<file path="src/rtl/cache_mem_ctrl_pkg.sv">
// Shared types and default sizing for the cache memory-side controller.
// Optional build macro honoured by cache_mem_ctrl: CACHE_MEM_CRIT_WORD_FIRST_EN.
package cache_pkg;

    localparam int unsigned CACHE_ADDR_WIDTH      = 32;
    localparam int unsigned CACHE_DATA_WIDTH      = 32;
    localparam int unsigned CACHE_WORDS_PER_BLOCK = 2;

    function automatic int unsigned blk_off_w(input int unsigned words_per_block);
        return $clog2(words_per_block * 4);
    endfunction

    function automatic int unsigned word_idx_w(input int unsigned words_per_block);
        return $clog2(words_per_block);
    endfunction

    localparam int unsigned BLK_OFF_W  = blk_off_w(CACHE_WORDS_PER_BLOCK);
    localparam int unsigned WORD_IDX_W = word_idx_w(CACHE_WORDS_PER_BLOCK);

    typedef enum logic [2:0] {
        IDLE,
        DRAIN,
        RF_REQ,
        RF_WAIT,
        WB_WAIT
    } cache_mem_state_t;

    typedef struct packed {
        logic [CACHE_ADDR_WIDTH-1:0] addr;
        logic [CACHE_DATA_WIDTH-1:0] data;
    } wbuf_entry_t;

endpackage

</file>
<file path="src/rtl/cache_mem_ctrl_wbuf_fifo.sv">
// Write-through store buffer: synchronous FIFO of wbuf_entry_t with head and
// head+1 lookahead so stores can be drained back to back.
module wbuf_fifo
    import cache_pkg::*;
#(
    parameter int unsigned DEPTH = 4
) (
    input  logic                     clk,
    input  logic                     rst_n,
    input  logic                     push,
    input  logic                     pop,
    input  wbuf_entry_t              push_entry,
    output wbuf_entry_t              head,
    output wbuf_entry_t              next_head,
    output logic [$clog2(DEPTH):0]   count,
    output logic                     full,
    output logic                     empty
);

    localparam int unsigned PW    = $clog2(DEPTH);
    localparam int unsigned CNT_W = PW + 1;

    wbuf_entry_t   mem [DEPTH];
    logic [PW-1:0] wr_ptr;
    logic [PW-1:0] rd_ptr;
    logic [PW-1:0] rd_ptr_nx;

    always_ff @(posedge clk or negedge rst_n) begin
        if (!rst_n) begin
            wr_ptr <= '0;
            rd_ptr <= '0;
            count  <= '0;
        end else begin
            if (push) wr_ptr <= wr_ptr + 1'b1;
            if (pop)  rd_ptr <= rd_ptr + 1'b1;
            case ({push, pop})
                2'b10:   count <= count + 1'b1;
                2'b01:   count <= count - 1'b1;
                default: ;
            endcase
        end
    end

    // Storage is deliberately unreset: contents are meaningless once count is cleared.
    always_ff @(posedge clk) begin
        if (push) mem[wr_ptr] <= push_entry;
    end

    always_comb begin
        rd_ptr_nx = rd_ptr + 1'b1;
        head      = mem[rd_ptr];
        next_head = mem[rd_ptr_nx];
        full      = (count == CNT_W'(DEPTH));
        empty     = (count == '0);
    end

endmodule

</file>
<file path="src/rtl/cache_mem_ctrl.sv">
// Memory-side controller below the data cache: block refills plus write-buffer drain
// over one req/ack port. Build macro: CACHE_MEM_CRIT_WORD_FIRST_EN (critical word first).
module cache_mem_ctrl
    import cache_pkg::*;
#(
    parameter int unsigned ADDR_WIDTH      = CACHE_ADDR_WIDTH,
    parameter int unsigned DATA_WIDTH      = CACHE_DATA_WIDTH,
    parameter int unsigned WORDS_PER_BLOCK = CACHE_WORDS_PER_BLOCK,
    parameter int unsigned WBUF_DEPTH      = 4
) (
    input  logic                                clk,
    input  logic                                rst_n,
    input  logic                                miss_req,
    input  logic [ADDR_WIDTH-1:0]               miss_addr,
    output logic                                refill_valid,
    output logic [$clog2(WORDS_PER_BLOCK)-1:0]  refill_idx,
    output logic [DATA_WIDTH-1:0]               refill_data,
    output logic                                refill_done,
    output logic                                busy,
    input  logic                                wr_req,
    input  logic [ADDR_WIDTH-1:0]               wr_addr,
    input  logic [DATA_WIDTH-1:0]               wr_data,
    output logic                                wr_ready,
    output logic                                mem_req,
    output logic                                mem_we,
    output logic [ADDR_WIDTH-1:0]               mem_addr,
    output logic [DATA_WIDTH-1:0]               mem_wdata,
    input  logic                                mem_ack,
    input  logic [DATA_WIDTH-1:0]               mem_rdata
);

    localparam int unsigned BLK_W = blk_off_w(WORDS_PER_BLOCK);
    localparam int unsigned IDX_W = word_idx_w(WORDS_PER_BLOCK);
    localparam int unsigned CNT_W = $clog2(WBUF_DEPTH) + 1;

    cache_mem_state_t state, state_nx;

    logic [ADDR_WIDTH-1:0] base_q, base_nx;
    logic [IDX_W-1:0]      idx_q, idx_nx;
    logic [IDX_W-1:0]      cnt_q, cnt_nx;

    logic                  mem_req_nx, mem_we_nx;
    logic [ADDR_WIDTH-1:0] mem_addr_nx;
    logic [DATA_WIDTH-1:0] mem_wdata_nx;
    logic                  refill_valid_nx, refill_done_nx;
    logic [IDX_W-1:0]      refill_idx_nx;
    logic [DATA_WIDTH-1:0] refill_data_nx;
    logic                  busy_nx, wr_ready_nx;

    logic                  push, pop;
    wbuf_entry_t           push_entry, head, next_head;
    logic [CNT_W-1:0]      count, count_nx;
    logic                  fifo_full, fifo_empty;
    logic                  unused_miss_lsb;

    wbuf_fifo #(
        .DEPTH (WBUF_DEPTH)
    ) u_wbuf (
        .clk        (clk),
        .rst_n      (rst_n),
        .push       (push),
        .pop        (pop),
        .push_entry (push_entry),
        .head       (head),
        .next_head  (next_head),
        .count      (count),
        .full       (fifo_full),
        .empty      (fifo_empty)
    );

    always_comb begin
        push            = wr_req & wr_ready;
        push_entry.addr = wr_addr;
        push_entry.data = wr_data;
        unused_miss_lsb = ^miss_addr[BLK_W-1:0];
    end

    always_ff @(posedge clk or negedge rst_n) begin
        if (!rst_n) begin
            state        <= IDLE;
            base_q       <= '0;
            idx_q        <= '0;
            cnt_q        <= '0;
            mem_req      <= 1'b0;
            mem_we       <= 1'b0;
            mem_addr     <= '0;
            mem_wdata    <= '0;
            refill_valid <= 1'b0;
            refill_done  <= 1'b0;
            refill_idx   <= '0;
            refill_data  <= '0;
            busy         <= 1'b0;
            wr_ready     <= 1'b1;
        end else begin
            state        <= state_nx;
            base_q       <= base_nx;
            idx_q        <= idx_nx;
            cnt_q        <= cnt_nx;
            mem_req      <= mem_req_nx;
            mem_we       <= mem_we_nx;
            mem_addr     <= mem_addr_nx;
            mem_wdata    <= mem_wdata_nx;
            refill_valid <= refill_valid_nx;
            refill_done  <= refill_done_nx;
            refill_idx   <= refill_idx_nx;
            refill_data  <= refill_data_nx;
            busy         <= busy_nx;
            wr_ready     <= wr_ready_nx;
        end
    end

    always_comb begin
        state_nx        = state;
        base_nx         = base_q;
        idx_nx          = idx_q;
        cnt_nx          = cnt_q;
        mem_req_nx      = mem_req;
        mem_we_nx       = mem_we;
        mem_addr_nx     = mem_addr;
        mem_wdata_nx    = mem_wdata;
        refill_valid_nx = 1'b0;
        refill_done_nx  = 1'b0;
        refill_idx_nx   = refill_idx;
        refill_data_nx  = refill_data;
        pop             = 1'b0;

        unique case (state)
            IDLE: begin
                if (miss_req) begin
                    base_nx = {miss_addr[ADDR_WIDTH-1:BLK_W], {BLK_W{1'b0}}};
`ifdef CACHE_MEM_CRIT_WORD_FIRST_EN
                    idx_nx  = miss_addr[BLK_W-1:2];
`else
                    idx_nx  = '0;
`endif
                    cnt_nx  = '0;
                    if (!fifo_empty) begin
                        state_nx     = DRAIN;
                        mem_req_nx   = 1'b1;
                        mem_we_nx    = 1'b1;
                        mem_addr_nx  = head.addr;
                        mem_wdata_nx = head.data;
                    end else begin
                        state_nx = RF_REQ;
                    end
                end else if (!fifo_empty) begin
                    state_nx     = WB_WAIT;
                    mem_req_nx   = 1'b1;
                    mem_we_nx    = 1'b1;
                    mem_addr_nx  = head.addr;
                    mem_wdata_nx = head.data;
                end
            end
            WB_WAIT: begin
                if (mem_ack) begin
                    pop        = 1'b1;
                    state_nx   = IDLE;
                    mem_req_nx = 1'b0;
                    mem_we_nx  = 1'b0;
                end
            end
            DRAIN: begin
                if (mem_ack) begin
                    pop = 1'b1;
                    // Lookahead entry is loaded on the ack edge so stores go out back to back.
                    if (count == CNT_W'(1)) begin
                        state_nx   = RF_REQ;
                        mem_req_nx = 1'b0;
                        mem_we_nx  = 1'b0;
                    end else begin
                        mem_addr_nx  = next_head.addr;
                        mem_wdata_nx = next_head.data;
                    end
                end
            end
            RF_REQ: begin
                state_nx    = RF_WAIT;
                mem_req_nx  = 1'b1;
                mem_we_nx   = 1'b0;
                mem_addr_nx = base_q | ADDR_WIDTH'({idx_q, 2'b00});
            end
            RF_WAIT: begin
                if (mem_ack) begin
                    mem_req_nx      = 1'b0;
                    refill_valid_nx = 1'b1;
                    refill_idx_nx   = idx_q;
                    refill_data_nx  = mem_rdata;
                    idx_nx          = idx_q + 1'b1;
                    cnt_nx          = cnt_q + 1'b1;
                    if (cnt_q == IDX_W'(WORDS_PER_BLOCK - 1)) begin
                        refill_done_nx = 1'b1;
                        state_nx       = IDLE;
                    end else begin
                        state_nx = RF_REQ;
                    end
                end
            end
            default: state_nx = IDLE;
        endcase

        count_nx    = count + CNT_W'(push) - CNT_W'(pop);
        busy_nx     = (state_nx != IDLE);
        wr_ready_nx = (count_nx < CNT_W'(WBUF_DEPTH)) &&
                      !(state_nx inside {DRAIN, RF_REQ, RF_WAIT});
    end

    a_miss_held: assert property (@(posedge clk) disable iff (!rst_n)
        (state inside {DRAIN, RF_REQ, RF_WAIT}) |-> miss_req);

    a_no_push_full: assert property (@(posedge clk) disable iff (!rst_n)
        push |-> !fifo_full);

endmodule

</file>
<file path="config.mk">
export PLATFORM = sky130hd
export DESIGN_NAME = cache_mem_ctrl
export DESIGN_NICKNAME = d
export VERILOG_FILES = /design/src/rtl/cache_mem_ctrl_pkg.sv /design/src/rtl/cache_mem_ctrl_wbuf_fifo.sv /design/src/rtl/cache_mem_ctrl.sv
export SDC_FILE = /design/constraint.sdc
export NUM_CORES = 1
export LEC_CHECK = 0
export CAP_MARGIN = 40
export CORE_MARGIN = 2
export CORE_UTILIZATION = 60
export DETAILED_ROUTE_END_ITERATION = 10
export GPL_TIMING_DRIVEN = 0
export MAX_ROUTING_LAYER = met4
export PLACE_DENSITY = 0.91
export SLEW_MARGIN = 10
export SYNTH_ARGS = -nofsm -noshare
export SYNTH_HDL_FRONTEND = slang
export SYNTH_SLANG_ARGS = --single-unit
</file>
<file path="constraint.sdc">
create_clock -name clk -period 7.6 [get_ports clk]
set_input_delay 0.76 -clock clk [delete_from_list [all_inputs] [get_ports clk]]
set_output_delay 0.76 -clock clk [all_outputs]
set_load 0.01 [all_outputs]
</file>
# Word-level counts from Yosys, hierarchy flattened
# Memories as Yosys holds them, arrays and structs flattened.
# Index checks and enable logic that the tools add are counted.
classes:
  addsub: 8
  n_mul: 0
  div: 0
  order_cmp: 1
  n_eq_ne: 18
  n_shift: 0
  n_mux: 37
  bitwise_logic: 2
  n_reduce_logical: 21
ops:
  columns: ["operator", "count"]
  rows:
  - ["32-bit 2-to-1 mux", 6]
  - ["32-bit one-hot mux with 3 select lines", 1]
  - ["32-bit one-hot mux with 2 select lines", 1]
  - ["32-bit by 3-bit OR with 32-bit output", 1]
  - ["3-bit 2-to-1 mux", 6]
  - ["1-bit 2-to-1 mux", 15]
  - ["3-bit one-hot mux with 5 select lines", 1]
  - ["2-bit != test, second input constant", 7]
  - ["3-bit by 2-bit equality test with 1-bit output, second input constant", 4]
  - ["5-bit AND reduction", 2]
  - ["3-bit by 1-bit equality test with 1-bit output, second input constant", 3]
  - ["3-bit nonzero test", 3]
  - ["1-bit one-hot mux with 4 select lines", 2]
  - ["4-bit AND reduction", 2]
  - ["4-bit nonzero test", 2]
  - ["3-bit logical NOT", 2]
  - ["3-bit one-hot mux with 2 select lines", 1]
  - ["2-bit nonzero test", 3]
  - ["2-bit by 1-bit adder with 2-bit output, second input constant", 2]
  - ["2-bit 2-to-1 mux", 2]
  - ["1-bit one-hot mux with 2 select lines", 2]
  - ["2-bit AND reduction", 2]
  - ["2-bit OR reduction", 2]
  - ["3-bit by 1-bit adder with 3-bit output", 1]
  - ["13 further kinds", 14]
totals:
  register_bits: 144
  latchBits: 0
  ram_bits: 256
  rom_bits: 0
  inputBits: 133
  out_inout_bits: 103
  elab_cells: 105
  mem_count: 1
mem_list:
  columns: ["name", "depth", "word_bits", "rd", "rd_ports_with_merged_regs", "write_ports", "line_no", "rtl"]
  rows:
  - ["u_wbuf.mem", 4, 64, 2, 0, 1, "cache_mem_ctrl_wbuf_fifo.sv:23", "wbuf_entry_t mem [DEPTH];"]

# Longest topological paths before layout
# Gate-level depths: netlist of the first run.
logic_depth:
  depth_word: 8
  ltp_mapped: 9

# Modules after synthesis
# From an unflattened synthesis of the first run, not the netlist that was laid out.
hier_totals:
  cells_unflattened: 1168
  area_unflattened_um2: 18212.5
by_module_without_submodules:
  columns: ["module", "n_inst", "cells_per_inst", "area_each_um2", "seq_area_each_um2"]
  rows:
  - ["wbuf_fifo", 1, 450, 11273.3, 7862.5]
  - ["cache_mem_ctrl", 1, 718, 6939.2, 3429.5]

# Worst setup path before layout of the first run
# OpenSTA, ideal clock, no wires.
synth_timing:
  path_kind: "input-to-reg"
  start: "in wr_req"
  end: "mem u_wbuf.mem[0][0] (netlist name), enable pin"
  setup_time_ps: 429
  arrival_ps: 2318
  slack_ps: 4852
  stages: 1
  n_path_buf: 0
  cell_sequence: "and3_1"
synth_via:
  elab_chain_len: 3
synth_lines:
  columns: ["item", "line_no", "rtl"]
  rows:
  - ["start, declared", "cache_mem_ctrl.sv:20", "input logic wr_req,"]
  - ["1-bit AND", "cache_mem_ctrl.sv:72", "push = wr_req & wr_ready;"]
  - ["1-bit 2-to-1 mux", "cache_mem_ctrl_wbuf_fifo.sv:46", "if (push) mem[wr_ptr] <= push_entry;"]
  - ["1-bit 2-to-1 mux (implied by the code)", "cache_mem_ctrl_wbuf_fifo.sv:46", null]
  - ["end, declared", "cache_mem_ctrl_wbuf_fifo.sv:23", null]
# No other way between the ends.

# Worst setup path after layout of the first run
layout_timing:
  start: "reg wr_ready"
  end: "out wr_ready"
layout_rtl:
  columns: ["item", "line_no", "rtl"]
  rows:
  - ["start, declared", "cache_mem_ctrl.sv:23", "output logic wr_ready,"]
  - ["start signal, assigned", "cache_mem_ctrl.sv:108", "wr_ready <= wr_ready_nx;"]
# No word-level cell between the ends.

==> flow_summary.toml, run 1 <==
[grt]
antenna_found_initial = 2
gr-usage-all-layers = 0.284
grt_start_max_net_pins = 104
globalRoute.totalOverflow = 0
grt_pass1_vias = 11700
grt_pass1_wl_mm = 64.9

[detailed_routing]
drt_iter0_markers = 984
viasPerCell = 6.15
dr.pass1.iters = 7
routed_wl_mm = 41.9
wire_per_inst_um = 23.3
vias = 11100
ant_nets = 0
drc_errors = 0

[worst_setup_path]
worstPathArrival_ps = 1730
path_max_fanout = 7
path_delay_family = "buffers and inverters"
endpoint_kind = "output pin"
rrSetupSlack_ps = 5110
required_ps = 6840
path_cells = "clkdlybuf4s50_1"
reg2reg_depth = 8
crit_path_start_kind = "flop"
slowest_delay_ps = 610
rr_startpoint = "u_wbuf.count[0]"
critPathBufInv = 1
r2r-end = "mem_wdata[22]"
crit_type = "reg -> out"
crit_slowest_cell = "clkdlybuf4s50_1"

[sta]
finalSetupViolCount = 0
worst_pin_slew_ps = 825
period_minus_slack_ps = 2490
holdWs_ps = 110
finalCritPeriodShare = 0.328
max_freq_ghz = 0.401
slew_violations = 0
finalHoldViolCount = 0
relSlewSlack = 0.450
grt_setup_unrepaired = "false"
fin_setup_tns_ps = 0
clock_skew_ps = 21.8

[power_and_ir_drop]
p_sw_mw = 3.05
p_int_mw = 6.11
swShare = 0.333
power.total_mw = 9.16
total_leakage_power_nw = 8.51
pwr-share-seq = 0.334
ir_drop_v = 0.000216
comb_power_share = 0.442
powerDensity_mw_per_mm2 = 413
pwr-share-clk = 0.225

[clock_tree]
cts_hold_buffers = 0
cts_setup_buffers = 0
root_buffer = "clkbuf_16"
clk_path_buf_depth = 3
clk_latency_ps = 530
clk_pin_slew_ps = 60
numCtsBuffers = 42
cts_max_level = 2
cts_tree = "yes"
cts_resized = 0
cts.sinks = 400

[placement]
portBuffers = 231
dpl.hpwl_mm = 26.9
routabilityCongestion = 0.838
postPlaceCellArea_mm2 = 0.0208

[synthesis]
synthArstFlopShare = 0.360
ys_seq_area_frac = 0.633
synth_cell_type_count = 50
syn_avg_cell_area_um2 = 16.3
netlist_instances = 1093
synth_edf_count = 256
yosys_warnings = 0
syn-cell-area_mm2 = 0.0178
syn_nets = 1237
synthFlopType = "edfxtp_1"
ys_seq_elements = 400

[layout]
drive_above_1_share = 0.183
fin_util = 0.753
ff_latch_area_mm2 = 0.0113
area_growth_pct = 24.4
n_fill_cell = 1745
multi_input_area_mm2 = 0.00596
design_area_mm2 = 0.0222
final_nets = 1517

[job]
maxCapViolCount = 0

[die]
fp.dieW_um = 176
start_util = 0.605
io_pins = 236
die_area_mm2 = 0.0311
dieHeight_um = 176
core_mm2 = 0.0295
row_count = 63

[min_path]
hp-class = "in -> async"

[run_status]
status = "complete, no violations"
-- sequential cells by signal, summed over array words and instances, names as in the netlist, 2 cells and up --
register / count
refill_data: 32
base_q: 29
u_wbuf.mem: 256
mem_wdata: 32
mem_addr: 32
u_wbuf.wr_ptr: 2
u_wbuf.rd_ptr: 2
u_wbuf.count: 3
state: 3
-- layer usage --
metal,vias up,routed length (um),part of all wire,global-route usage
li1,4753,-,-,-
met1,5605,16000,0.38,0.359
met4,0,1500,0.036,0.117
met3,113,3310,0.079,0.0495
met2,589,21100,0.50,0.460
met5,-,0,0,-
-- stage by stage --
stage | instances | setup slack, ps
detailed placement | 1719 | 5000
finish | 1798 | 5110
CTS | 1796 | 5050
floorplan | 1093 | 4850
global placement | 1714 | -436
global route | 1798 | 4920
-- logic make-up after synthesis --
kind of cell | count (synthesis) | synth area share
DFF | 400 | 0.633
buffers and inverters | 113 | 0.0335
adders and majority gates | 12 | 0.00828
and+or+nand+nor | 157 | 0.0373
xor gates and xnor gates | 12 | 0.00589
muxes | 319 | 0.253
AOI/OAI and AO/OA | 80 | 0.0292
-- Yosys cell counts, types with 2 or more instances --
cell type	instances	area [um^2]
edfxtp_1	256	7690
mux2i_1	151	1510
dfrtp_1	143	3580
nand2_1	126	473
mux4_2	98	2210
mux2_1	40	450
inv_1	39	146
o21ai_0	37	185
a22oi_1	30	225
mux2_2	30	338
clkbuf_1	25	93.8
buf_2	21	105
buf_4	11	82.6
ha_1	11	138
xnor2_1	7	61.3
clkbuf_4	6	45.0
nor2_1	6	22.5
and3_1	5	31.3
xor2_1	5	43.8
a41oi_1	3	26.3
buf_12	3	60.1
buf_6	3	33.8
or3_1	3	18.8
a22o_1	2	17.5
buf_1	2	7.51
inv_2	2	7.51
nand3_1	2	10.0
nor2b_1	2	12.5
nor3_1	2	10.0
o211ai_1	2	15.0
-- power groups by stage --
| stage | registers (mW) | clock network (mW) | logic (mW) |
|---|---|---|---|
| finish | 3.05 | 2.06 | 4.04 |
| global route | 3.10 | 2.17 | 4.34 |
| CTS | 3.05 | 2.08 | 4.06 |
| detailed placement | 3.09 | 0 | 4.02 |
| global placement | 3.07 | 0 | 3.88 |
| floorplan | 3.16 | 0 | 2.53 |
-- cell type report --
class / instances / share of cell area
antenna: 2 / 0.000226
buffer: 72 / 0.0200
clock buffer: 49 / 0.0504
clock inverter: 28 / 0.0126
inverter: 41 / 0.00694
multi-input combinational: 580 / 0.269
sequential: 400 / 0.509
tap: 390 / 0.0220
timing repair buffer: 236 / 0.110
-- layout by cell type (no fill, tap or decap), types with 5 or more instances in the layout --
cell | Yosys | routed
a22oi_1 | 30 | 30
buf_2 | 21 | 21
buf_4 | 11 | 11
bufinv_16 | 0 | 5
clkbuf_1 | 25 | 29
clkbuf_16 | 0 | 43
clkbuf_4 | 6 | 6
clkdlybuf4s50_1 | 0 | 230
clkinv_2 | 0 | 13
dfrtp_1 | 143 | 143
edfxtp_1 | 256 | 256
ha_1 | 11 | 11
inv_1 | 39 | 39
mux2_1 | 40 | 40
mux2_2 | 30 | 30
mux2i_1 | 151 | 151
mux4_2 | 98 | 98
nand2_1 | 126 | 126
nor2_1 | 6 | 6
o21ai_0 | 37 | 37
xnor2_1 | 7 | 7
xor2_1 | 5 | 5
-- worst max path at each step --
| stage | slack [ps] | depth (start not counted) | start | endpoint |
|---|---|---|---|---|
| 5_1_grt | 4920 | 8 | u_wbuf.count[1] | mem_wdata[22] |
| 6_report | 5110 | 1 | wr_ready | wr_ready |
| 3_5_place_dp | 5000 | 3 | wr_req | u_wbuf.mem[3][2] |
| 2_1_floorplan | 4850 | 1 | wr_req | u_wbuf.mem[0][0] |
| 3_3_place_gp | -440 | 1 | rst_n | mem_addr[7] |
| 4_1_cts | 5050 | 8 | u_wbuf.count[1] | mem_wdata[22] |
Power figures use the tool's default switching activity.
==> run 2: changes to the inputs <==
--- a/config.mk
+++ b/config.mk
@@ -7,11 +7,11 @@
 export LEC_CHECK = 0
 export CAP_MARGIN = 40
 export CORE_MARGIN = 2
-export CORE_UTILIZATION = 60
+export CORE_UTILIZATION = 55
 export DETAILED_ROUTE_END_ITERATION = 10
 export GPL_TIMING_DRIVEN = 0
 export MAX_ROUTING_LAYER = met4
-export PLACE_DENSITY = 0.91
+export PLACE_DENSITY = 0.85
 export SLEW_MARGIN = 10
 export SYNTH_ARGS = -nofsm -noshare
 export SYNTH_HDL_FRONTEND = slang
==> constraint.sdc (replaced) <==
create_clock -name clk -period 2.4 [get_ports clk]
set_input_delay 0.24 -clock clk [delete_from_list [all_inputs] [get_ports clk]]
set_output_delay 0.24 -clock clk [all_outputs]
set_load 0.01 [all_outputs]
==> flow_summary.toml, run 2 (synthesized netlist as in run 1, its figures left out) <==
[die]
die_area_mm2 = 0.0339
core_mm2 = 0.0317
io_pins = 236
fp.dieW_um = 184
row_count = 65
start_util = 0.562
dieHeight_um = 184

[min_path]
hp-class = "in -> async"

[clock_tree]
numCtsBuffers = 42
root_buffer = "clkbuf_16"
cts_max_level = 2
cts_tree = "yes"
clk_path_buf_depth = 3
clk_latency_ps = 530
clk_pin_slew_ps = 60
cts.sinks = 400

[placement]
dpl.hpwl_mm = 27.6
postPlaceCellArea_mm2 = 0.0208
dpl.cell_count = 1731
dp_slack_ps = -147
routabilityCongestion = 0.817
portBuffers = 231

[worst_setup_path]
rrSetupSlack_ps = 120
path_delay_family = "buffers and inverters"
worstPathArrival_ps = 2700
crit_type = "reg -> reg"
rr_startpoint = "u_wbuf.count[1]"
crit_path_start_kind = "flop"
path_cells = "inv_1 -> ha_1 -> nor2b_1 -> clkbuf_2 -> or2_1 -> a211oi_4 -> buf_4 -> buf_4 -> mux2i_1"
r2r-end = "mem_wdata[22]"
reg2reg_depth = 9
required_ps = 2820
path_max_fanout = 10
cpMostUsedCell = "buf_4"
critPathBufInv = 4
endpoint_kind = "flop"
slowest_delay_ps = 410
crit_slowest_cell = "dfrtp_1"

[power_and_ir_drop]
ir_drop_v = 0.000908
total_leakage_power_nw = 8.50
powerDensity_mw_per_mm2 = 1300
power.total_mw = 28.7

[layout]
design_area_mm2 = 0.0222
drive_above_1_share = 0.183
largest_reg_flops = 256
final_cell_mix = "edfxtp_1, clkdlybuf4s50_1, mux2i_1"
n_fill_cell = 2063
largest-register = "u_wbuf.mem"
area_growth_pct = 24.4
layout_commonest_cell = "edfxtp_1"
stdcell_count = 1814
final_nets = 1520

[job]
maxCapViolCount = 0

[sta]
max_freq_ghz = 0.438
finalHoldViolCount = 0
setup_slack_ps = 116
finalSetupViolCount = 0
fin_setup_tns_ps = 0
worst_pin_slew_ps = 686
slew_violations = 0
period_minus_slack_ps = 2280
finalCritPeriodShare = 0.952
relSlewSlack = 0.542
clock_skew_ps = 26.6
grt_setup_unrepaired = "true"

[grt]
grt_pass1_wl_mm = 64.1
grt_start_max_net_pins = 76
globalRoute.totalOverflow = 0
antenna_found_initial = 4
gr-usage-all-layers = 0.258
grt_pass1_vias = 11900

[detailed_routing]
ant_nets = 0
vias = 10800
drt_iter0_markers = 779
viasPerCell = 5.96
routed_wl_mm = 41.8
wire_per_inst_um = 23.0
dr.pass1.iters = 5
drc_errors = 0

[run_status]
status = "complete, no violations"
-- run 2: cell type report --
class | instances | area (um^2) | share of cell area
Inverter | 41 | 154 | 0.00694
Sequential cell | 400 | 11300 | 0.509
Clock buffer | 61 | 1170 | 0.0530
Clock inverter | 15 | 136 | 0.00615
Timing Repair Buffer | 239 | 2480 | 0.112
Buffer | 72 | 460 | 0.0208
Tap cell | 402 | 503 | 0.0227
Antenna cell | 4 | 10.0 | 0.000451
Multi-Input combinational cell | 580 | 5970 | 0.269
-- run 2: worst max path at each step --
stage,slack (ps),startpoint,depth (start not counted),endpoint
floorplan,430,state[2],9,wr_ready
global placement,-5270,rst_n,1,refill_data[16]
detailed placement,-150,u_wbuf.count[1],8,mem_wdata[22]
CTS,-20,u_wbuf.count[1],7,mem_addr[3]
global route,-30,u_wbuf.count[1],9,mem_wdata[17]
finish,120,u_wbuf.count[1],9,mem_wdata[22]
-- run 2: power breakdown --
part / internal (mW) / switching, mW / leakage (nW)
Clock: 3.63 / 2.58 / 0.645
Sequential: 8.85 / 0.825 / 4.04
Combinational: 6.68 / 6.19 / 3.81
Total: 19.2 / 9.60 / 8.50
-- run 2: metal layers --
metal | wire length, um | track usage | vias to the layer above
met5 | 0 | - | -
met4 | 1520 | 0.113 | 0
met3 | 2880 | 0.0414 | 104
met2 | 21100 | 0.432 | 469
met1 | 16200 | 0.312 | 5495
li1 | - | - | 4745
-- run 2: through the flow --
step | utilization | hold WS, ps
2_1_floorplan | - | -55.6
3_3_place_gp | 0.651 | 458
3_5_place_dp | 0.656 | 259
4_1_cts | 0.699 | 235
5_1_grt | 0.699 | 258
6_report | 0.699 | 249
-- run 2: worst reg2reg max path: stages (launching register included) --
cell and delay [ps]:
dfrtp_1 410, inv_1 120, ha_1 200, nor2b_1 130, clkbuf_2 180, or2_1 270
a211oi_4 220, buf_4 190, buf_4 250, mux2i_1 240
-- run 2: repair_timing --
action | CTS | global route
buffers inserted | 2 | 0
hold buffers | 1 | 0
setup endpoints to repair | 38 | 62
pin swaps | 1 | 0
gates resized for setup | 2 | 14
hold endpoints to repair | 69 | 0
==> run 3: changes to the inputs <==
--- a/config.mk
+++ b/config.mk
@@ -6,8 +6,8 @@
 export NUM_CORES = 1
 export LEC_CHECK = 0
 export CAP_MARGIN = 40
-export CORE_MARGIN = 2
 export CORE_UTILIZATION = 55
+export CTS_CLUSTER_SIZE = 10
 export DETAILED_ROUTE_END_ITERATION = 10
 export GPL_TIMING_DRIVEN = 0
 export MAX_ROUTING_LAYER = met4
==> flow_summary.toml, run 3 (synthesized netlist as in run 1, its figures left out) <==
[run_status]
status = "complete, no violations"

[placement]
dpl.hpwl_mm = 27.2
portBuffers = 231
routabilityCongestion = 0.803
dpl.cell_count = 1731

[clock_tree]
clk_latency_ps = 540
cts_tree = "yes"
cts_max_level = 2
root_buffer = "clkbuf_16"
cts.sinks = 400
numCtsBuffers = 46
clk_path_buf_depth = 3
clk_pin_slew_ps = 60

[worst_setup_path]
crit_path_start_kind = "flop"
slowest_delay_ps = 610
worstPathArrival_ps = 2740
path_delay_family = "buffers and inverters"
r2r-end = "mem_addr[11]"
endpoint_kind = "flop"
path_cells = "buf_2 -> buf_1 -> mux4_2 -> a22oi_1 -> nand2_1 -> mux2_1"
crit_end = "mem_addr[11]"
reg2reg_depth = 6
rr_startpoint = "u_wbuf.rd_ptr[1]"
rrSetupSlack_ps = 90
crit_type = "reg -> reg"
required_ps = 2820
path_max_fanout = 10
critPathBufInv = 2
startpoint = "u_wbuf.rd_ptr[1]"
path_depth = 6
crit_slowest_cell = "buf_1"

[detailed_routing]
ant_nets = 0
routed_wl_mm = 41.6
viasPerCell = 5.98
wire_per_inst_um = 22.9
drc_errors = 0
vias = 10900
drt_iter0_markers = 719
dr.pass1.iters = 5

[die]
row_count = 65
die_area_mm2 = 0.0331
core_mm2 = 0.0317
dieHeight_um = 182
io_pins = 236
start_util = 0.562
fp.dieW_um = 182

[min_path]
hp-class = "in -> async"

[layout]
n_fill_cell = 2065
fin_util = 0.700
final_nets = 1522
multi_input_area_mm2 = 0.00597
area_growth_pct = 24.5
largest_reg_flops = 256
drive_above_1_share = 0.174
final_cell_mix = "edfxtp_1, clkdlybuf4s50_1, mux2i_1"
layout_commonest_cell = "edfxtp_1"
stdcell_count = 1817
ff_latch_area_mm2 = 0.0113
largest-register = "u_wbuf.mem"

[sta]
finalSetupViolCount = 0
relSlewSlack = 0.503
max_freq_ghz = 0.432
period_minus_slack_ps = 2310
finalHoldViolCount = 0
slew_violations = 0
finalCritPeriodShare = 0.964
worst_pin_slew_ps = 746
clock_skew_ps = 13.0

[grt]
met3_usage = 0.0425
globalRoute.totalOverflow = 0
grt_pass1_wl_mm = 64.4
grt_pass1_vias = 11800
gr-usage-all-layers = 0.263
globalRouteMet2Util = 0.439
antenna_found_initial = 3
grt_start_max_net_pins = 102
use_met1 = 0.320
grt.busiest_layer = "met2"

[power_and_ir_drop]
powerDensity_mw_per_mm2 = 1300
total_leakage_power_nw = 8.48
power.total_mw = 28.8
ir_drop_v = 0.000947

[job]
maxCapViolCount = 0
run 3: cell count changes in the layout (fill, tap and decap cells not counted), sizes merged:
cell / previous run / this run
clkinvlp: 1 / 0
clkbuf: 95 / 110
clkinv: 10 / 0
inv: 43 / 42
buf: 46 / 48
bufinv: 2 / 0
run 3: where the power goes:
part           internal, mW  switching [mW]
Combinational          6.67            6.17
Clock                  3.72            2.60
Sequential             8.85           0.817
run 3: worst reg2reg max path, cell delays in order, from the launching register on:
cell	delay [ps]
dfrtp_1	320
buf_2	300
buf_1	620
mux4_2	420
a22oi_1	190
nand2_1	80
mux2_1	280
run 3: layout make-up:
cell class	instances	share of cell area
antenna	4	0.000451
buffer	71	0.0208
clock buffer	80	0.0599
clock inverter	1	0.000395
inverter	41	0.00693
multi-input combinational	580	0.269
sequential	400	0.509
tap	402	0.0227
timing repair buffer	238	0.111
run 3: timing repair:
item                       4_1_cts  5_1_grt
pin swaps                        1        0
setup buffers                    1        0
setup endpoints to repair       43       53
hold endpoints to repair        43        0
hold buffers                     1        0
gates resized for setup          3       14
run 3: worst min path at each step:
stage	slack, ps	to
after floorplan	-60	base_q[10]
after global placement	460	base_q[19]
after detailed placement	180	mem_wdata[11]
after CTS	200	state[2]
after global routing	230	mem_wdata[14]
final	190	mem_wdata[14]
run 3: metrics by stage:
stage	hold slack [ps]	setup TNS (ps)	instance area, um^2	setup slack [ps]
final	193	0	22200	85.7
after global routing	225	-0.974	22200	-0.974
after CTS	199	-103	22200	-16.9
after detailed placement	176	-2300	20800	-120
after global placement	458	-844940	20700	-5230
after floorplan	-55.6	0	17800	433
run 3: per-layer routing:
metal / up-vias / wire [um]
li1: 4746 / -
met1: 5552 / 16000
met2: 461 / 21500
met3: 104 / 2660
met4: 0 / 1480
met5: - / 0
